--- src/rtl/serial_adder.sv ---
// serial_adder: multi-cycle LSB-first adder. It adds a + b + cin at CHUNK bits
// per clock through a registered carry, and uses valid/ready handshakes on both
// the operand side and the result side.
module serial_adder #(
  parameter int WIDTH = 8,
  parameter int CHUNK = 1
) (
  input  logic             clk,
  input  logic             rst_n,
  input  logic             in_valid,
  output logic             in_ready,
  input  logic [WIDTH-1:0] a,
  input  logic [WIDTH-1:0] b,
  input  logic             cin,
  output logic             out_valid,
  input  logic             out_ready,
  output logic [WIDTH-1:0] sum,
  output logic             cout,
  output logic             overflow
);

  localparam int N  = WIDTH / CHUNK;
  localparam int CW = (N > 1) ? $clog2(N) : 1;

  // Reject parameter sets that cannot tile the operand evenly.
  generate
    if (WIDTH < 1 || CHUNK < 1 || (WIDTH % CHUNK) != 0) begin : g_bad_param
      $error("serial_adder: WIDTH must be a positive multiple of CHUNK");
    end
  endgenerate

  typedef enum logic [1:0] {IDLE, ADD, DONE} state_t;

  state_t           state;
  logic [WIDTH-1:0] a_r, b_r;
  logic             carry;
  logic [CW-1:0]    cnt;

  logic [CHUNK-1:0] ca, cb;
  logic [CHUNK:0]   csum;
  logic [WIDTH-1:0] sum_nxt;
  logic             last;

  // Select the active chunk, add it with the running carry, and merge the result into sum.
  always_comb begin
    ca      = '0;
    cb      = '0;
    for (int k = 0; k < N; k++) begin
      if (cnt == CW'(k)) begin
        ca = a_r[k*CHUNK +: CHUNK];
        cb = b_r[k*CHUNK +: CHUNK];
      end
    end
    csum    = {1'b0, ca} + {1'b0, cb} + {{CHUNK{1'b0}}, carry};
    sum_nxt = sum;
    for (int k = 0; k < N; k++) begin
      if (cnt == CW'(k)) sum_nxt[k*CHUNK +: CHUNK] = csum[CHUNK-1:0];
    end
    last    = (cnt == CW'(N-1));
  end

  // Control FSM and datapath registers. All handshake outputs are registered.
  // The carry into the MSB equals a_msb ^ b_msb ^ sum_msb, so XOR-ing that
  // with the final carry gives signed overflow at any CHUNK size.
  always_ff @(posedge clk or negedge rst_n) begin
    if (!rst_n) begin
      state     <= IDLE;
      a_r       <= '0;
      b_r       <= '0;
      carry     <= 1'b0;
      cnt       <= '0;
      in_ready  <= 1'b1;
      out_valid <= 1'b0;
      sum       <= '0;
      cout      <= 1'b0;
      overflow  <= 1'b0;
    end else begin
      case (state)
        IDLE: begin
          if (in_valid) begin
            a_r      <= a;
            b_r      <= b;
            carry    <= cin;
            cnt      <= '0;
            in_ready <= 1'b0;
            state    <= ADD;
          end
        end
        ADD: begin
          sum   <= sum_nxt;
          carry <= csum[CHUNK];
          cnt   <= cnt + CW'(1);
          if (last) begin
            cout      <= csum[CHUNK];
            overflow  <= ca[CHUNK-1] ^ cb[CHUNK-1] ^ csum[CHUNK-1] ^ csum[CHUNK];
            out_valid <= 1'b1;
            state     <= DONE;
          end
        end
        DONE: begin
          if (out_ready) begin
            out_valid <= 1'b0;
            in_ready  <= 1'b1;
            state     <= IDLE;
          end
        end
        default: state <= IDLE;
      endcase
    end
  end

endmodule

--- config.mk ---
export PLATFORM = sky130hd
export DESIGN_NAME = serial_adder
export DESIGN_NICKNAME = d
export VERILOG_FILES = /design/src/rtl/serial_adder.sv
export SDC_FILE = /design/constraint.sdc
export NUM_CORES = 1
export LEC_CHECK = 0
export ABC_AREA = 0
export ABC_CLOCK_PERIOD_IN_PS = 2300
export CAP_MARGIN = 20
export CORE_MARGIN = 2
export CORE_UTILIZATION = 49
export CTS_BUF_LIST = sky130_fd_sc_hd__clkbuf_8
export DETAILED_ROUTE_END_ITERATION = 10
export HOLD_SLACK_MARGIN = 0.06
export PLACE_DENSITY_LB_ADDON = 0.15
export SETUP_SLACK_MARGIN = 0.2
export SLEW_MARGIN = 20
export SYNTH_ARGS = -nofsm -noshare
export SYNTH_HDL_FRONTEND = slang
export SYNTH_SLANG_ARGS = --single-unit
--- constraint.sdc ---
create_clock -name clk -period 2.3 [get_ports clk]
set_input_delay 0.46 -clock clk [delete_from_list [all_inputs] [get_ports clk]]
set_output_delay 0.46 -clock clk [all_outputs]
set_load 0.03 [all_outputs]
* Word-level counts from Yosys, hierarchy flattened
Index checks and enable logic that the tools add are counted.
** Word-level totals
- Flip-flop bits (word level) :: 34
- Input port bits :: 21
- Output and inout bits :: 12
** Operators by class
- $add $sub $neg :: 3
- Eq/ne operators :: 12
- Muxes and demuxes :: 30
- Bitwise logic cells :: 3
- Reductions and logical operators :: 18
** Operators with widths (count)
- 2-to-1 mux 1 bit :: 21
- AND reduction 2 bit :: 10
- == test 3 bit (second input constant) :: 4
- AND reduction 3 bit :: 3
- == test 3 x 2 -> 1 bit (second input constant) :: 2
- 2-to-1 mux 2 bit :: 3
- != test 2 bit (second input constant) :: 3
- case mux 1 bit (2 select lines) :: 3
- case mux 2 bit (3 select lines) :: 1
- case mux 3 bit (2 select lines) :: 1
- nonzero test 2 bit :: 3
- adder 3 x 1 -> 3 bit (second input constant) :: 1
- == test 3 x 1 -> 1 bit (second input constant) :: 1
- logical NOT 3 bit :: 1
- 2-to-1 mux 3 bit :: 1
- bitwise XOR 1 bit :: 3
- adder 1 x 1 -> 2 bit :: 1
- adder 2 x 1 -> 2 bit :: 1
- == test 2 x 1 -> 1 bit (second input constant) :: 1
- == test 2 bit (second input constant) :: 1
- logical NOT 2 bit :: 1

* Longest topological paths before layout
Gate-level depths: netlist of run 1.
- Word-level depth :: 13
- Depth in mapped cells :: 11

* Worst setup path after synthesis of run 1
Ideal clock, no wire load.
- Kind :: flip-flop to flip-flop
- Start point :: register cnt[1]
- End point :: register sum[5]
- Library setup time :: 0.125 ns
- Arrival :: 2.326 ns
- Path slack :: -0.151 ns
- Cell stages (with the launch flop) :: 10
- Path buffers :: 1
- Clock period less this slack :: 2.451 ns
- Cell sequence :: dfrtp_1 inv_1 ha_1 buf_6 nand3b_1 a2111oi_2 o22ai_1 a21oi_1 fa_1 mux2_4
** On the way
- Cells in the longest elaborated chain, start to end :: 11
- Elaborated cells on any way between the ends :: 27
** Ends and longest elaborated chain
- from (decl) :: RTL line 37 : logic [CW-1:0] cnt;
- from (signal assigned) :: RTL line 92 : cnt <= cnt + CW'(1);
- logical NOT 3 bit :: RTL line 49 : if (cnt == CW'(k)) begin
- 2-to-1 mux 1 bit (8 in a row) :: RTL line 49
- adder 1 x 1 -> 2 bit (*) :: RTL line 54 : csum = {1'b0, ca} + {1'b0, cb} + {{CHUNK{1'b0}}, carry};
- adder 2 x 1 -> 2 bit (*) :: RTL line 54
- via csum[0] :: RTL line 40 : logic [CHUNK:0] csum;
- to (signal assigned) :: RTL line 90 : sum <= sum_nxt;
- to (decl) :: RTL line 17 : output logic [WIDTH-1:0] sum,
Mark *: on every way through the listed nets, which the timed path passes. The rest lies on a longest branch.
A chain may end at the register's enable or synchronous reset.

* Worst setup path after layout of run 1
- Start point :: register cnt[1]
- End point :: register sum[1]
The elaborated chain is that of the path after synthesis.

==> results of run 1 <==
[registers in the layout (all words and copies together), names as in the netlist]
name and count:
b_r 8, in_ready 1, overflow 1, state 2
cout 1, a_r 8, cnt 3, sum 8
carry 1, out_valid 1
[cell families after synthesis]
kind of cell,share of synthesized area (%)
compound gates,9.815
xor+xnor,0.9611
fa+ha+maj,5.902
mux,18.12
simple gates,13.18
flops,46.74
buf+inv,5.284
[layout make-up]
class                   instances  area share (%)
inverters                       7           1.167
well taps                      48           2.435
repair buffers                 46           17.76
clock inverters                 3          0.4566
flip-flops and latches         34           34.60
multi-input cells              97           40.79
clock buffers                   5           2.790
[cells in the mapped netlist, drive strengths merged (3+ instances only)]
library cell	n	area [um^2]
nor2b	5	33.78
nor2	4	22.52
ha	7	87.58
nand2	12	55.06
nand3	3	30.03
nor3b	3	22.52
dfrtp	33	825.8
inv	7	26.28
mux2	23	330.3
o21ai	6	30.03
buf	7	65.05
a21oi	10	50.05
[critical path, stage by stage, from the launching register on]
cell	delay (ns)
dfrtp_1	0.39
inv_2	0.09
ha_4	0.19
nand3b_1	0.20
a2111oi_4	0.30
o22ai_1	0.15
a21oi_2	0.20
fa_2	0.53
mux2_2	0.29
[final timing paths]
| path | slack [ns] | start | cells past startpoint | to |
|---|---|---|---|---|
| min reg2reg | 0.50 | overflow | 2 | overflow |
| max reg2reg | -0.16 | cnt[1] | 8 | sum[1] |
| max in group asynchronous | 1.37 | rst_n | 2 | in_ready |
| min in group asynchronous | 0.58 | rst_n | 2 | a_r[1] |
| min | 0.50 | overflow | 2 | overflow |
| max | -0.16 | cnt[1] | 8 | sum[1] |
[per-stage QoR]
stage	instance area [um^2]	setup WS, ns	util, %	TNS [ns]	total power [mW]
3_5_place_dp	2247	-0.2735	62.32	-2.489	3.264
6_report	2466	-0.1576	68.39	-1.326	3.987
5_1_grt	2466	-0.2789	68.39	-2.668	4.269
3_3_place_gp	2247	-0.2023	62.32	-1.772	3.194
4_1_cts	2414	-0.1721	66.93	-1.503	3.826
2_1_floorplan	1838	-0.07040	-	-0.5417	2.662
[what timing repair did]
item                       CTS  global route
pin swaps                    4             2
resized for setup           14            10
setup endpoints to repair   11            11
setup buffers                2             0
[per-layer routing]
layer | vias to the layer above | global-route usage (%) | wire length, um
met5 | - | 0 | 0
met4 | 0 | 8.511 | 80
met3 | 9 | 5.382 | 154
met2 | 30 | 30.80 | 1733
met1 | 596 | 24.97 | 1702
li1 | 600 | - | -
[power by group]
group	internal, mW	switching, mW
clock network	0.201	0.197
logic	1.32	1.14
registers	0.896	0.233
==> impl_summary.log, run 1 <==
[metrics] largest buffer count on any clock path: 2
[metrics] share of async-settable or async-resettable flops after synthesis: 100.0%
[metrics] period utilisation layout: 106.9%
[metrics] clock insertion delay at the later pin of the skew report: 0.28 ns
[metrics] DR DRC count: 0
[metrics] count of state elements after synthesis: 34
[metrics] number of clock buffers inserted by TritonCTS: 5
[metrics] count of input and output buffers: 32
[metrics] Peak Freq: 406.9 MHz
[metrics] Final Max Tran Viols: 0
[metrics] overall die area: 4224 um^2
[metrics] data arrival time at the worst-slack endpoint: 2.62 ns
[metrics] synthesized area per cell: 12.49 um^2
[metrics] total inserted antenna cells: 0
[metrics] startpoint type of the worst setup path: flip-flop
[metrics] count of distinct cell types in the synthesized netlist: 40
[metrics] count of antenna-violating nets left after detailed routing: 0
[metrics] placed cells: 230
[metrics] LEAKAGE: 1.054 nW
[metrics] leading cell types in the layout, fill and taps excluded: 32 x dfrtp_1, 32 x clkdlybuf4s50_1, 20 x mux2_4, 13 x buf_4, 10 x nand2_1
[metrics] post-layout net count: 220
[metrics] vias post-DR: 1235
[metrics] die span in y: 65.00 um
[metrics] post-detailed-route via-to-cell ratio: 5.146
[metrics] peak supply drop: 820.6 uV
[metrics] global placement routability congestion: 0.8144
[metrics] overall global routing resource usage: 19.48%
[metrics] Power Dens Cells: 1617 nW/um^2
[metrics] number of synthesized flops with an enable pin: 0
[metrics] crit end category: flip-flop
[metrics] leading register cell type out of synthesis: dfrtp_1
[metrics] maximum number of pins on one net before global-route repair: 35
[metrics] ports placed on the boundary: 33
[metrics] total of hold buffers inserted after clock tree synthesis: 0
[metrics] number of global-route vias before repair: 1287
[metrics] area inside the core boundary: 3606 um^2
[metrics] Final Hold Slack: 0.5037 ns
[metrics] Remaining Overflow, GRT: 0
[metrics] minimum setup slack in the final design: -0.1576 ns
[metrics] clk root buf: clkbuf_8
[metrics] area of the multi-input gates: 1006 um^2
[metrics] antenna violations before repair: 0
[metrics] sequential-to-total area share from yosys stat: 46.74%
[metrics] number of sinks driven by the clock tree: 34
[metrics] critical path class: flip-flop to flip-flop
[metrics] FP Rows: 22
[metrics] number of instances in the synthesized netlist: 146
[metrics] max-cap violation count: 0
[metrics] transition time of the tightest slew-check pin: 0.5605 ns
[metrics] data required time at the worst endpoint: 2.46 ns
[metrics] maximum net fanout on the critical path: 8
[metrics] worst min path class: flip-flop to flip-flop
[metrics] layout cells sized above 1: 37.50%
[metrics] count of non-filler cells in the finished layout: 240
[metrics] detailed router's first-iteration violation count: 81
[metrics] first-pass GRT wire length: 6147 um
[metrics] number of search-and-repair iterations in the first detailed-routing pass: 4
[metrics] total standard cell area after synthesis: 1823 um^2
[metrics] wire length per cell after detailed routing: 15.30 um
[metrics] result of the run: finished, violations left
[metrics] signed area change from the synthesized netlist to the final layout: 35.28%
[metrics] fillcell total: 257
[metrics] final WL: 3671 um
[metrics] clock period minus final worst setup slack: 2.458 ns
[metrics] Slew HR: 62.47%
[metrics] violated checks: setup timing
[metrics] H-tree level count: 2
[metrics] HPWL after detailed placement: 2524 um
[metrics] post-synthesis net count: 175
[metrics] Die Wd: 65.00 um
[metrics] clock slew at reported path FFs: 0.06 ns
[metrics] register area: 853.3 um^2
[metrics] TritonCTS clock tree: yes
[metrics] final hold viol count: 0
[metrics] count of endpoints failing setup in the final report: 10
[metrics] setup repair after global routing missed its margin: yes
[metrics] Synth warnings: 0
[metrics] Worst Skew: 0.002727 ns
[metrics] Initial Utilization: 50.56%
Note: power is estimated with default switching activity, not from simulation.
==> run 2: changes to the inputs <==
--- a/config.mk
+++ b/config.mk
@@ -8,12 +8,14 @@
 export ABC_AREA = 0
 export ABC_CLOCK_PERIOD_IN_PS = 2300
 export CAP_MARGIN = 20
-export CORE_MARGIN = 2
-export CORE_UTILIZATION = 49
+export CORE_MARGIN = 4
+export CORE_UTILIZATION = 59
 export CTS_BUF_LIST = sky130_fd_sc_hd__clkbuf_8
 export DETAILED_ROUTE_END_ITERATION = 10
+export DONT_BUFFER_PORTS = 1
 export HOLD_SLACK_MARGIN = 0.06
 export PLACE_DENSITY_LB_ADDON = 0.15
+export REMOVE_ABC_BUFFERS = 1
 export SETUP_SLACK_MARGIN = 0.2
 export SLEW_MARGIN = 20
 export SYNTH_ARGS = -nofsm -noshare
==> run 2 against run 1 <==
  * The flow still finishes with violations (setup timing)
  * Highest routed layer unchanged
  * Hold slack got worse by 0.25 ns
  * Non-clock buffer count fell by 28
  * Fmax rose by 0.85%
  * Sequential power rose by 19%
  * Combinational power fell by 17%
  * Clock skew barely moved
  * Core utilization rose by 8.1 points
  * Register-to-register slack improved by 0.02 ns
  * Count of clock-buffer cells in the layout rose by 3
  * Die area fell by 4.3%
==> impl_summary.log, run 2 (same netlist as run 1, synthesis figures left out) <==
[metrics] hold path depth: 1 (-1)
[metrics] register area: 853.3 um^2 (unchanged)
[metrics] Initial Utilization: 63.90% (+13 points)
[metrics] area inside the core boundary: 2853 um^2 (-21%)
[metrics] leading cell types in the layout, fill and taps excluded: 32 x dfrtp_1, 20 x mux2_4, 16 x buf_4, 10 x nand2_1, 9 x a21oi_1
[metrics] LEAKAGE: 0.9604 nW (-8.9%)
[metrics] DR DRC count: 0 (unchanged)
[metrics] maximum number of pins on one net before global-route repair: 35 (unchanged)
[metrics] HPWL after detailed placement: 2421 um (-4.1%)
[metrics] clock period minus final worst setup slack: 2.437 ns (-0.02063 ns)
[metrics] TritonCTS clock tree: yes
[metrics] worst min path class: primary input to flip-flop
[metrics] count of input and output buffers: 0 (-100%)
[metrics] clock slew at reported path FFs: 0.07 ns (about the same)
[metrics] minimum setup slack in the final design: -0.1370 ns (+0.02063 ns)
[metrics] detailed router's first-iteration violation count: 27 (-67%)
[metrics] post-layout net count: 192 (-13%)
[metrics] number of sinks driven by the clock tree: 34 (unchanged)
[metrics] overall die area: 4043 um^2 (-4.3%)
[metrics] HP Start: out_ready
[metrics] count of antenna-violating nets left after detailed routing: 0 (unchanged)
[metrics] Final Hold Slack: 0.2501 ns (-0.2536 ns)
[metrics] antenna violations before repair: 0 (unchanged)
[metrics] crit end category: flip-flop
[metrics] Worst Reg2Reg Path Length in Cells: 8 (unchanged)
[metrics] most common library cell in the layout ignoring fill and taps: dfrtp_1
[metrics] violated checks: setup timing
[metrics] data required time at the worst endpoint: 2.47 ns (about the same)
[metrics] data arrival time at the worst-slack endpoint: 2.61 ns (about the same)
[metrics] cells along the critical path: ha_2 -> ha_4 -> a211oi_2 -> nor3_1 -> o22ai_1 -> a21oi_2 -> fa_2 -> mux2_4
[metrics] Worst Setup Slack post-DPL: -0.3240 ns (-0.05045 ns)
[metrics] ports placed on the boundary: 33 (unchanged)
[metrics] launching point of the worst reg2reg path: cnt[0]
[metrics] Remaining Overflow, GRT: 0 (unchanged)
[metrics] fillcell total: 167 (-35%)
[metrics] clk root buf: clkbuf_8
[metrics] transition time of the tightest slew-check pin: 0.5825 ns (+0.02199 ns)
[metrics] overall global routing resource usage: 19.98% (+0.50 points)
[metrics] critical path class: flip-flop to flip-flop
[metrics] max-cap violation count: 0 (unchanged)
[metrics] wire length per cell after detailed routing: 18.57 um (+21%)
[metrics] largest buffer count on any clock path: 2 (unchanged)
[metrics] end point of the most critical hold path: state[1]
[metrics] layout cells sized above 1: 47.56% (+10 points)
[metrics] standard cell with the maximum stage delay on the critical path: fa_2
[metrics] setup repair after global routing missed its margin: yes
[metrics] number of search-and-repair iterations in the first detailed-routing pass: 4 (unchanged)
[metrics] Slew HR: 60.99% (-1.5 points)
[metrics] startpoint type of the worst setup path: flip-flop
[metrics] FP Rows: 19 (-14%)
[metrics] number of clock buffers inserted by TritonCTS: 5 (unchanged)
[metrics] area of the multi-input gates: 1002 um^2 (-0.37%)
[metrics] die span in y: 63.59 um (-2.2%)
[metrics] count of endpoints failing setup in the final report: 11 (+1)
[metrics] Die Wd: 63.59 um (-2.2%)
[metrics] final hold viol count: 0 (unchanged)
[metrics] Largest stage delay, worst path: 0.52 ns (about the same)
[metrics] H-tree level count: 2 (unchanged)
[metrics] period utilisation layout: 106.0% (-0.90 points)
[metrics] final WL: 3622 um (-1.3%)
[metrics] top flop regs: a_r (8), b_r (8), sum (8)
[metrics] Power Dens Cells: 1792 nW/um^2 (+11%)
[metrics] total inserted antenna cells: 0 (unchanged)
[metrics] global placement routability congestion: 0.8284 (+1.7%)
[metrics] peak supply drop: 1153 uV (+41%)
[metrics] reg-to-reg setup timing slack: -0.14 ns (+0.02 ns)
[metrics] post-detailed-route via-to-cell ratio: 6.108 (+19%)
[metrics] maximum net fanout on the critical path: 8 (unchanged)
[metrics] result of the run: finished, violations left
[metrics] Worst R2R End: sum[4]
[metrics] clock insertion delay at the later pin of the skew report: 0.29 ns (about the same)
[metrics] first-pass GRT wire length: 6134 um (-0.21%)
[metrics] Power, Total: 3.912 mW (-1.9%)
[metrics] Final Max Tran Viols: 0 (unchanged)
[metrics] Peak Freq: 410.3 MHz (+0.85%)
[metrics] Worst Skew: 0.003207 ns (+0.0004810 ns)
[metrics] number of global-route vias before repair: 1241 (-3.6%)
[metrics] vias post-DR: 1191 (-3.6%)
[metrics] signed area change from the synthesized netlist to the final layout: 19.77%
run 2: what timing repair did:
item | 4_1_cts | 5_1_grt
endpoints found under the hold margin | 34 | 0
pin swaps | 2 | 3
setup endpoints to repair | 11 | 11
gates resized for setup | 22 | 6
setup buffers | 1 | 1
hold buffers | 2 | 0
run 2: how the worst max path moves through the flow:
stage | to | slack (ns) | cells after the start | from
after detailed placement | sum[4] | -0.32 | 8 | cnt[0]
final | sum[4] | -0.14 | 8 | cnt[0]
after global routing | sum[0] | -0.27 | 8 | cnt[1]
after floorplan | sum[3] | -0.20 | 8 | cnt[1]
after CTS | sum[4] | -0.16 | 9 | cnt[0]
after global placement | sum[7] | -0.23 | 8 | cnt[1]
run 2: layout make-up:
cell class              instances  share of cell area (%)
inverters                       7                   1.318
multi-input cells              97                   45.90
clock buffers                   8                   5.043
flip-flops and latches         34                   39.08
repair buffers                 18                   6.877
well taps                      31                   1.777
run 2: metrics by stage:
stage               util [%]  cells  area [um^2]  setup TNS (ns)
floorplan                  -    138         1753          -1.728
global placement       66.49    183         1897          -2.146
detailed placement     66.49    183         1897          -3.210
CTS                    74.82    194         2135          -1.423
global route           76.54    195         2183          -2.494
finish                 76.54    195         2183          -1.216
run 2: worst max-delay path: cells and delay by family (launching register included):
kind / cells / cell delay [ns]
flip-flops: 1 / 0.46
AO/OA/AOI/OAI: 3 / 0.54
multiplexers: 1 / 0.29
adder cells (fa/ha/maj): 3 / 0.95
AND/OR/NAND/NOR: 1 / 0.08
run 2: where the power goes:
| group | total (mW) | internal, mW | switching [mW] |
|---|---|---|---|
| Combinational | 2.05 | 1.15 | 0.904 |
| Clock | 0.518 | 0.302 | 0.215 |
| Sequential | 1.34 | 0.894 | 0.449 |
| Total | 3.91 | 2.34 | 1.57 |
run 2: layer usage:
| layer | GRT usage [%] | wire, um | vias up |
|---|---|---|---|
| met5 | 0 | 0 | - |
| met4 | 9.973 | 121 | 0 |
| met3 | 7.815 | 224 | 15 |
| met2 | 30.64 | 1687 | 44 |
| met1 | 24.34 | 1588 | 585 |
| li1 | - | - | 547 |
==> run 3: changes to the inputs <==
--- a/config.mk
+++ b/config.mk
@@ -8,6 +8,7 @@
 export ABC_AREA = 0
 export ABC_CLOCK_PERIOD_IN_PS = 2300
 export CAP_MARGIN = 20
+export CORE_ASPECT_RATIO = 0.5
 export CORE_MARGIN = 4
 export CORE_UTILIZATION = 59
 export CTS_BUF_LIST = sky130_fd_sc_hd__clkbuf_8
==> run 3 against run 2 <==
  * Sequential share of layout area is 1.0 points lower
  * Register-to-register slack worse by 0.11 ns
  * Total power is 4.4% higher
  * Worst setup slack worse by 0.11 ns
  * Hold slack better by 0.0037 ns
  * The flow still finishes with violations (setup timing)
  * Critical endpoint is now sum[6]
  * Via count is 2.5% lower
  * Die area is 1.3% higher
  * Largest cell class unchanged
==> impl_summary.log, run 3 (same netlist as run 1, synthesis figures left out) <==
[metrics] result of the run: finished, violations left
[metrics] violated checks: setup timing
[metrics] number of buffer and inverter instances along the worst setup path: 0 (unchanged)
[metrics] Peak Freq: 393.4 MHz (-4.1%)
[metrics] data required time at the worst endpoint: 2.48 ns (about the same)
[metrics] maximum net fanout on the critical path: 8 (unchanged)
[metrics] clock period minus final worst setup slack: 2.542 ns (+0.1053 ns)
[metrics] data arrival time at the worst-slack endpoint: 2.72 ns (+0.11 ns)
[metrics] number of search-and-repair iterations in the first detailed-routing pass: 4 (unchanged)
[metrics] cells along the critical path: ha_4 -> nand3b_1 -> a2111oi_4 -> o22ai_2 -> a21oi_2 -> fa_2 -> mux2_4
[metrics] Worst R2R End: sum[6]
[metrics] Final Instance Area: 2243 um^2 (+2.8%)
[metrics] antenna violations before repair: 0 (unchanged)
[metrics] clock slew at reported path FFs: 0.07 ns (about the same)
[metrics] maximum number of pins on one net before global-route repair: 35 (unchanged)
[metrics] Slew HR: 59.51% (-1.5 points)
[metrics] top flop regs: a_r (8), b_r (8), sum (8)
[metrics] number of clock buffers inserted by TritonCTS: 5 (unchanged)
[metrics] startpoint type of the worst setup path: flip-flop
[metrics] layout cells sized above 1: 48.80% (+1.2 points)
[metrics] wire length per cell after detailed routing: 20.13 um (+8.4%)
[metrics] count of non-filler cells in the finished layout: 203 (+4.1%)
[metrics] Die Wd: 86.61 um (+36%)
[metrics] TritonCTS clock tree: yes
[metrics] overall die area: 4097 um^2 (+1.3%)
[metrics] clk root buf: clkbuf_8
[metrics] final WL: 4086 um (+13%)
[metrics] Final TNS setup: -2.269 ns (-1.053 ns)
[metrics] first-pass GRT wire length: 6341 um (+3.4%)
[metrics] fillcell total: 157 (-6.0%)
[metrics] count of endpoints failing setup in the final report: 11 (unchanged)
[metrics] peak supply drop: 1171 uV (+1.5%)
[metrics] Placed Area: 1889 um^2 (-0.40%)
[metrics] worst min path class: primary input to flip-flop
[metrics] clock insertion delay at the later pin of the skew report: 0.29 ns (about the same)
[metrics] most common library cell in the layout ignoring fill and taps: dfrtp_1
[metrics] setup repair after global routing missed its margin: yes
[metrics] HPWL after detailed placement: 2527 um (+4.4%)
[metrics] total inserted antenna cells: 0 (unchanged)
[metrics] Initial Utilization: 65.93% (+2.0 points)
[metrics] global placement routability congestion: 0.7868 (-5.0%)
[metrics] die span in y: 47.31 um (-26%)
[metrics] max-cap violation count: 0 (unchanged)
[metrics] HP Start: out_ready
[metrics] DR DRC count: 0 (unchanged)
[metrics] Final Max Tran Viols: 0 (unchanged)
[metrics] count of input and output buffers: 0 (unchanged)
[metrics] detailed router's first-iteration violation count: 52 (+93%)
[metrics] signed area change from the synthesized netlist to the final layout: 23.06%
[metrics] number of sinks driven by the clock tree: 34 (unchanged)
[metrics] critical path class: flip-flop to flip-flop
[metrics] period utilisation layout: 110.5% (+4.6 points)
[metrics] LEAKAGE: 0.9749 nW (+1.5%)
[metrics] crit end category: flip-flop
[metrics] placed cells: 187 (+2.2%)
[metrics] largest buffer count on any clock path: 2 (unchanged)
[metrics] kind of cell adding the most delay to the critical path: adder cells
[metrics] ports placed on the boundary: 33 (unchanged)
[metrics] standard cell with the maximum stage delay on the critical path: fa_2
[metrics] leading cell types in the layout, fill and taps excluded: 32 x dfrtp_1, 20 x mux2_4, 16 x buf_4, 10 x nand2_1, 8 x a21oi_1
[metrics] launching point of the worst reg2reg path: cnt[0]
[metrics] area inside the core boundary: 2765 um^2 (-3.1%)
[metrics] transition time of the tightest slew-check pin: 0.6045 ns (+0.02207 ns)
[metrics] Remaining Overflow, GRT: 0 (unchanged)
[metrics] vias post-DR: 1161 (-2.5%)
[metrics] FP Rows: 13 (-6)
[metrics] Power Dens Cells: 1821 nW/um^2 (+1.6%)
[metrics] H-tree level count: 2 (unchanged)
[metrics] Worst Reg2Reg Path Length in Cells: 7 (-1)
[metrics] Power, Total: 4.084 mW (+4.4%)
[metrics] reg-to-reg setup timing slack: -0.24 ns (-0.11 ns)
[metrics] end point of the most critical hold path: state[1]
[metrics] minimum setup slack in the final design: -0.2422 ns (-0.1053 ns)
[metrics] overall global routing resource usage: 21.58% (+1.6 points)
[metrics] count of antenna-violating nets left after detailed routing: 0 (unchanged)
[metrics] final hold viol count: 0 (unchanged)
[metrics] hold path depth: 1 (unchanged)
[metrics] Largest stage delay, worst path: 0.52 ns (about the same)
[metrics] Worst Skew: 0.003935 ns (+0.0007273 ns)
[metrics] post-detailed-route via-to-cell ratio: 5.719 (-6.4%)
[metrics] number of global-route vias before repair: 1231 (-0.81%)
[metrics] post-layout net count: 194 (+1.0%)
run 3: cell count changes in the layout (fill, tap and decap cells not counted), moves of 2 or more:
cell / before / now
buf_6: 0 / 2
clkbuf_8: 8 / 6
ha_2: 2 / 0
ha_4: 5 / 7
run 3: metal layers:
layer	share of wire (%)	vias up	global-route usage, %
met5	0	-	0
met4	1.2	0	7.453
met3	6.9	11	8.231
met2	46	34	34.19
met1	46	568	27.96
li1	-	548	-
run 3: worst max-delay path by stage:
stage                     startpoint  endpoint  slack [ns]  depth (start not counted)
after floorplan               cnt[1]    sum[3]       -0.20                          8
after global placement        cnt[1]    sum[3]       -0.40                          8
after detailed placement      cnt[1]    sum[6]       -0.45                          8
after CTS                     cnt[0]    sum[6]       -0.22                          7
after global routing          cnt[1]    sum[1]       -0.36                          8
final                         cnt[0]    sum[6]       -0.24                          7
run 3: final cells by class:
class	count	area [um^2]	area share, %
Clock buffer	6	82.58	3.681
Inverter	7	28.78	1.283
Tap cell	37	46.29	2.064
Sequential cell	34	853.3	38.04
Multi-Input combinational cell	97	1051	46.85
Clock inverter	2	8.758	0.3904
Timing Repair Buffer	20	172.7	7.697
run 3: repair_timing:
action,in CTS,in global routing
pin swaps,11,6
endpoints found under the hold margin,34,0
gates resized for setup,27,10
hold buffers,2,0
endpoints found under the setup margin,11,11
buffers inserted,5,1
run 3: where the power goes:
group          leakage, nW  switching (mW)  internal [mW]
combinational        0.515            1.02           1.25
clock               0.0524           0.217          0.237
sequential           0.407           0.464          0.893
run 3: per-stage QoR:
stage / setup WS [ns] / hold WS [ns] / util (%)
3_5_place_dp: -0.4519 / 0.1654 / 68.33
4_1_cts: -0.2204 / 0.2505 / 78.73
2_1_floorplan: -0.1963 / 0.1644 / -
5_1_grt: -0.3646 / 0.2430 / 81.13
6_report: -0.2422 / 0.2538 / 81.13
3_3_place_gp: -0.4001 / 0.1652 / 68.33
==> patch 1, RTL diff (config.mk and constraints of run 2) <==
Change the parameter `WIDTH` from 8 to 16.
--- a/src/rtl/serial_adder.sv
+++ b/src/rtl/serial_adder.sv
@@ -2,7 +2,7 @@
 // per clock through a registered carry, and uses valid/ready handshakes on both
 // the operand side and the result side.
 module serial_adder #(
-  parameter int WIDTH = 8,
+  parameter int WIDTH = 16,
   parameter int CHUNK = 1
 ) (
   input  logic             clk,
Ports: changed (resized a, b and sum); port bits go from 33 to 57. The function was not compared with the original's and may differ.
==> patch 1 against run 2 <==
The run still ends with negative setup slack left; sequential share of layout area up 1.1 points; count of clock-buffer cells in the layout grew 4; sequential power up 69%; worst setup slack got worse by 0.36 ns; design area grew 69%; routed wire length grew 87%; total power is 76% higher; sequential cell count increased by 25; die area rose by 53%; non-clock buffer count up 27; synthesized area is 62% higher; synthesized cell count up 82%; first-iteration DRC count rose to 5.6 times the old value.
==> patch 1: results <==
group,metric,value,unit
logic_synthesis,yosysSeqAreaShare,50.1,%
cells_and_area,non_clock_inverter_count,9,
run_status,outcome,"complete, but fails checks",
cells_and_area,antenna_cells,0,
critical_path,cp.arrival,3.01,ns
logic_synthesis,synth-main-ff-cell,"sky130_fd_sc_hd__dfrtp_1",
cells_and_area,finalNonFillerCells,375,
logic_synthesis,synth-xor-area-share,0.594,%
logic_synthesis,yosys.area_share.adder,2.80,%
timing,worst_slack,-0.502,ns
route,first_iter_violations,150,
logic_synthesis,synth_compound_area_share,13.3,%
logic_synthesis,synth_commonest_cells,"sky130_fd_sc_hd__dfrtp_1 (58), sky130_fd_sc_hd__mux2_2 (43), sky130_fd_sc_hd__nand2_1 (30)",
global_route,pin_count_of_the_biggest_net_entering_global_routing,60,
logic_synthesis,yosysUniqueCellTypes,48,
cells_and_area,drive_gt1_share,41.9,%
global_route,number_of_global_route_vias_before_repair,2283,
power_and_ir_drop,power.internal,0.00414,W
power_and_ir_drop,p_leak,1.60,nW
critical_path,critical_path.endpoint,"sum[2]",
cells_and_area,layout.clock_buffers,12,
floorplanning,rows,25,
logic_synthesis,synth.avg_cell_area,11.1,um^2
cells_and_area,final_util,77.0,%
logic_synthesis,synth_mux_area_share,17.2,%
clock_tree,post-cts-setup-buffers,12,
route,wire_per_inst,18.0,um
placement,place_hpwl,4.29,mm
logic_synthesis,netlist_top_cells_area,"sky130_fd_sc_hd__dfrtp_1 (49%), sky130_fd_sc_hd__mux2_2 (16%), sky130_fd_sc_hd__nand2_1 (3.8%)",
timing,clock_skew,0.00898,ns
cells_and_area,share_of_the_final_layout_cell_area_in_sequential_cells,40.2,%
global_route,global_route.usage.total,23.9,%
timing,setup_violations,19,
cells_and_area,largest_registers,"a_r x16, b_r x16, sum x16",
cells_and_area,seq_cell_count,59,
critical_path,worst-path-max-fanout,7,
power_and_ir_drop,comb_power,0.00363,W
cells_and_area,final_nets,346,
run_status,violations_in_the_final_reports,"negative setup slack",
timing,timing.slew.headroom,65.4,%
cells_and_area,nonClockBufferCount,45,
route,routed-via-count,2187,
cells_and_area,n_fill_cell,315,
clock_tree,cts.htree.levels,3,
clock_tree,clock_insertion_delay_worst_skew,0.33,ns
clock_tree,cts_buffers,9,
critical_path,timing.reg2reg.worst_path_depth,11,
clock_tree,cts.repair.resized,39,
power_and_ir_drop,finalPower,0.00688,W
power_and_ir_drop,power_sequential,0.00227,W
cells_and_area,clk_share,5.77,%
timing,total_negative_setup_slack,-8.92,ns
placement,placed_cells,343,
placement,dp_slack,-0.733,ns
placement,placedInstanceArea,0.00316,mm^2
placement,gp_congestion,0.831,
clock_tree,clkTransAtPathRegs,0.06,ns
cells_and_area,count_of_multi_input_gates,179,
patch 1: worst max-delay path, cell delays in order (launching register included):
cell and delay [ns]:
sky130_fd_sc_hd__dfrtp_2 0.46, sky130_fd_sc_hd__inv_2 0.13, sky130_fd_sc_hd__ha_4 0.20, sky130_fd_sc_hd__buf_6 0.13, sky130_fd_sc_hd__nand2_1 0.05, sky130_fd_sc_hd__o21ai_1 0.15, sky130_fd_sc_hd__a21oi_1 0.05, sky130_fd_sc_hd__a2111o_1 0.40
sky130_fd_sc_hd__a22oi_2 0.18, sky130_fd_sc_hd__fa_2 0.52, sky130_fd_sc_hd__buf_6 0.15, sky130_fd_sc_hd__mux2_4 0.26
patch 1: metal layers:
layer	up-vias	track usage (%)	routed length, um
met5	-	0	0
met4	0	10.3	153
met3	16	6.31	470
met2	72	37.5	3200
met1	1079	31.2	2930
li1	1020	-	-
==> patch 2, RTL diff (flow settings as in run 2) <==
Made on the original files. The 3 states of `state_t` get a one-hot encoding in 3 bits.
--- a/src/rtl/serial_adder.sv
+++ b/src/rtl/serial_adder.sv
@@ -29,7 +29,7 @@
     end
   endgenerate
 
-  typedef enum logic [1:0] {IDLE, ADD, DONE} state_t;
+  typedef enum logic [2:0] {IDLE = 3'b001, ADD = 3'b010, DONE = 3'b100} state_t;
 
   state_t           state;
   logic [WIDTH-1:0] a_r, b_r;
Behaviour: same outputs for any inputs over 10 cycles, from zero or initial values and one cycle with rst_n low; not proved beyond that.
==> patch 2 against run 2 <==
The flow still finishes with violations (negative setup slack); critical path depth increased by 1; highest routed layer unchanged; sequential cell count increased by 1; total power is 16% lower; worst setup slack lost 0.18 ns; synthesized area down 3.7%; routed wire length rose by 11%; design area up 2.4%; cell count increased by 8.7%.
==> patch 2: results <==
group,metric,value,unit
critical_path,critical-path-slowest-cell,"sky130_fd_sc_hd__fa_2",
placement,place_hpwl,2.50,mm
cells_and_area,n_fill_cell,181,
timing,finalHoldWorstSlack,0.305,ns
cells_and_area,finalNonFillerCells,212,
run_status,violations_in_the_final_reports,"negative setup slack",
global_route,grt_antenna_before_repair,0,
logic_synthesis,synth_commonest_cells,"sky130_fd_sc_hd__dfrtp_1 (33), sky130_fd_sc_hd__mux2_2 (20), sky130_fd_sc_hd__nand2_1 (13)",
placement,io_buffer_count,0,
cells_and_area,final_nets,209,
logic_synthesis,yosysUniqueCellTypes,40,
placement,gp_congestion,0.833,
clock_tree,root_buffer_cell,"sky130_fd_sc_hd__clkbuf_8",
route,first_iter_violations,49,
clock_tree,clock_insertion_delay_worst_skew,0.28,ns
placement,dp_slack,-0.434,ns
placement,placedInstanceArea,0.00184,mm^2
run_status,outcome,"complete, but fails checks",
placement,placed_cells,188,
critical_path,critical-path-max-stage-delay,0.54,ns
power_and_ir_drop,p_leak,0.986,nW
route,routed_via_density,6.05,
global_route,global_route.usage.total,21.5,%
clock_tree,cts_tree,"yes",
timing,worst_slack,-0.315,ns
timing,timing.slew.headroom,54.4,%
route,wire_per_inst,18.9,um
logic_synthesis,yosysSeqAreaShare,50.0,%
route,drt_pass1_iterations,4,
cells_and_area,final_util,79.7,%
cells_and_area,drive_gt1_share,47.0,%
cells_and_area,antenna_cells,0,
global_route,pin_count_of_the_biggest_net_entering_global_routing,36,
timing,setup_violations,11,
hold_path,hold_class,"input pin to register",
cells_and_area,largest_registers,"a_r x8, b_r x8, sum x8",
timing,total_negative_setup_slack,-3.15,ns
critical_path,worst-path-max-fanout,8,
global_route,grt_pass1_wl,6.51,mm
logic_synthesis,netlist_top_cells_area,"sky130_fd_sc_hd__dfrtp_1 (47%), sky130_fd_sc_hd__mux2_2 (13%), sky130_fd_sc_hd__ha_1 (5.0%)",
logic_synthesis,synth-main-ff-cell,"sky130_fd_sc_hd__dfrtp_1",
global_route,number_of_global_route_vias_before_repair,1299,
clock_tree,cts.path.max_buffers,2,
timing,clock_skew,0.00585,ns
logic_synthesis,synth.avg_cell_area,11.6,um^2
logic_synthesis,fraction_of_registers_with_async_set_or_reset_after_synthesis,100,%
power_and_ir_drop,vdd_drop_max,0.802,mV
[patch 2: changes by cell type in the layout (fill, tap and decap cells not counted), sizes merged, moves of 2 or more]
cell     delta
a2111oi     -2
o21ai       +4
buf        +13
nor2b       -4
a31oi       +2
nor2        +3
nand3b      -2
a21oi       -8
nand3       +2
[patch 2: worst paths after layout]
kind / startpoint / to / cells past startpoint
hold / removal: a[5] / a_r[5] / 2
setup / recovery: cnt[1] / sum[1] / 9
max in group asynchronous: rst_n / state[0] / 2
setup reg to reg: cnt[1] / sum[1] / 9
hold reg to reg: b_r[7] / b_r[7] / 1
min in group asynchronous: rst_n / out_valid / 2
[patch 2: power by group]
part	total (W)	switching (W)	internal, W	leakage (nW)
registers	0.00115	0.000295	0.000859	0.427
logic	0.00168	0.000729	0.000947	0.504
clock network	0.000470	0.000202	0.000269	0.0557
[patch 2: cells by family (layout without fill, tap and decap cells)]
logic type      after synthesis  count (layout)  share of synthesized area (%)
flops                        35              35                           50.0
simple gates                 38              38                           11.7
mux                          24              24                           15.3
fa+ha+maj                     8               8                           6.13
compound gates               28              28                           10.4
buf+inv                      16              46                           5.42
xor+xnor                      2               2                          0.998
[patch 2: area by class of cell]
type                    instances  area (um^2)  share of cell area (%)
flip-flops and latches         35          880                    39.3
inverters                       7         28.8                    1.29
clock buffers                   7         96.3                    4.31
repair buffers                 31          263                    11.8
multi-input cells             100          926                    41.4
well taps                      31         38.8                    1.73
clock inverters                 1         3.75                   0.168
[patch 2: timing repair]
item,CTS,global route
cloned,0,0
pin swaps,12,12
setup buffers,9,5
endpoints found under the hold margin,35,0
endpoints found under the setup margin,11,11
hold buffers,2,0
gates resized for setup,27,12
[patch 2: metal layers]
metal	global-route usage (%)	wire, um
met5	0	0
met2	34.0	2010
met1	28.4	1700
met4	4.96	52
met3	7.73	244
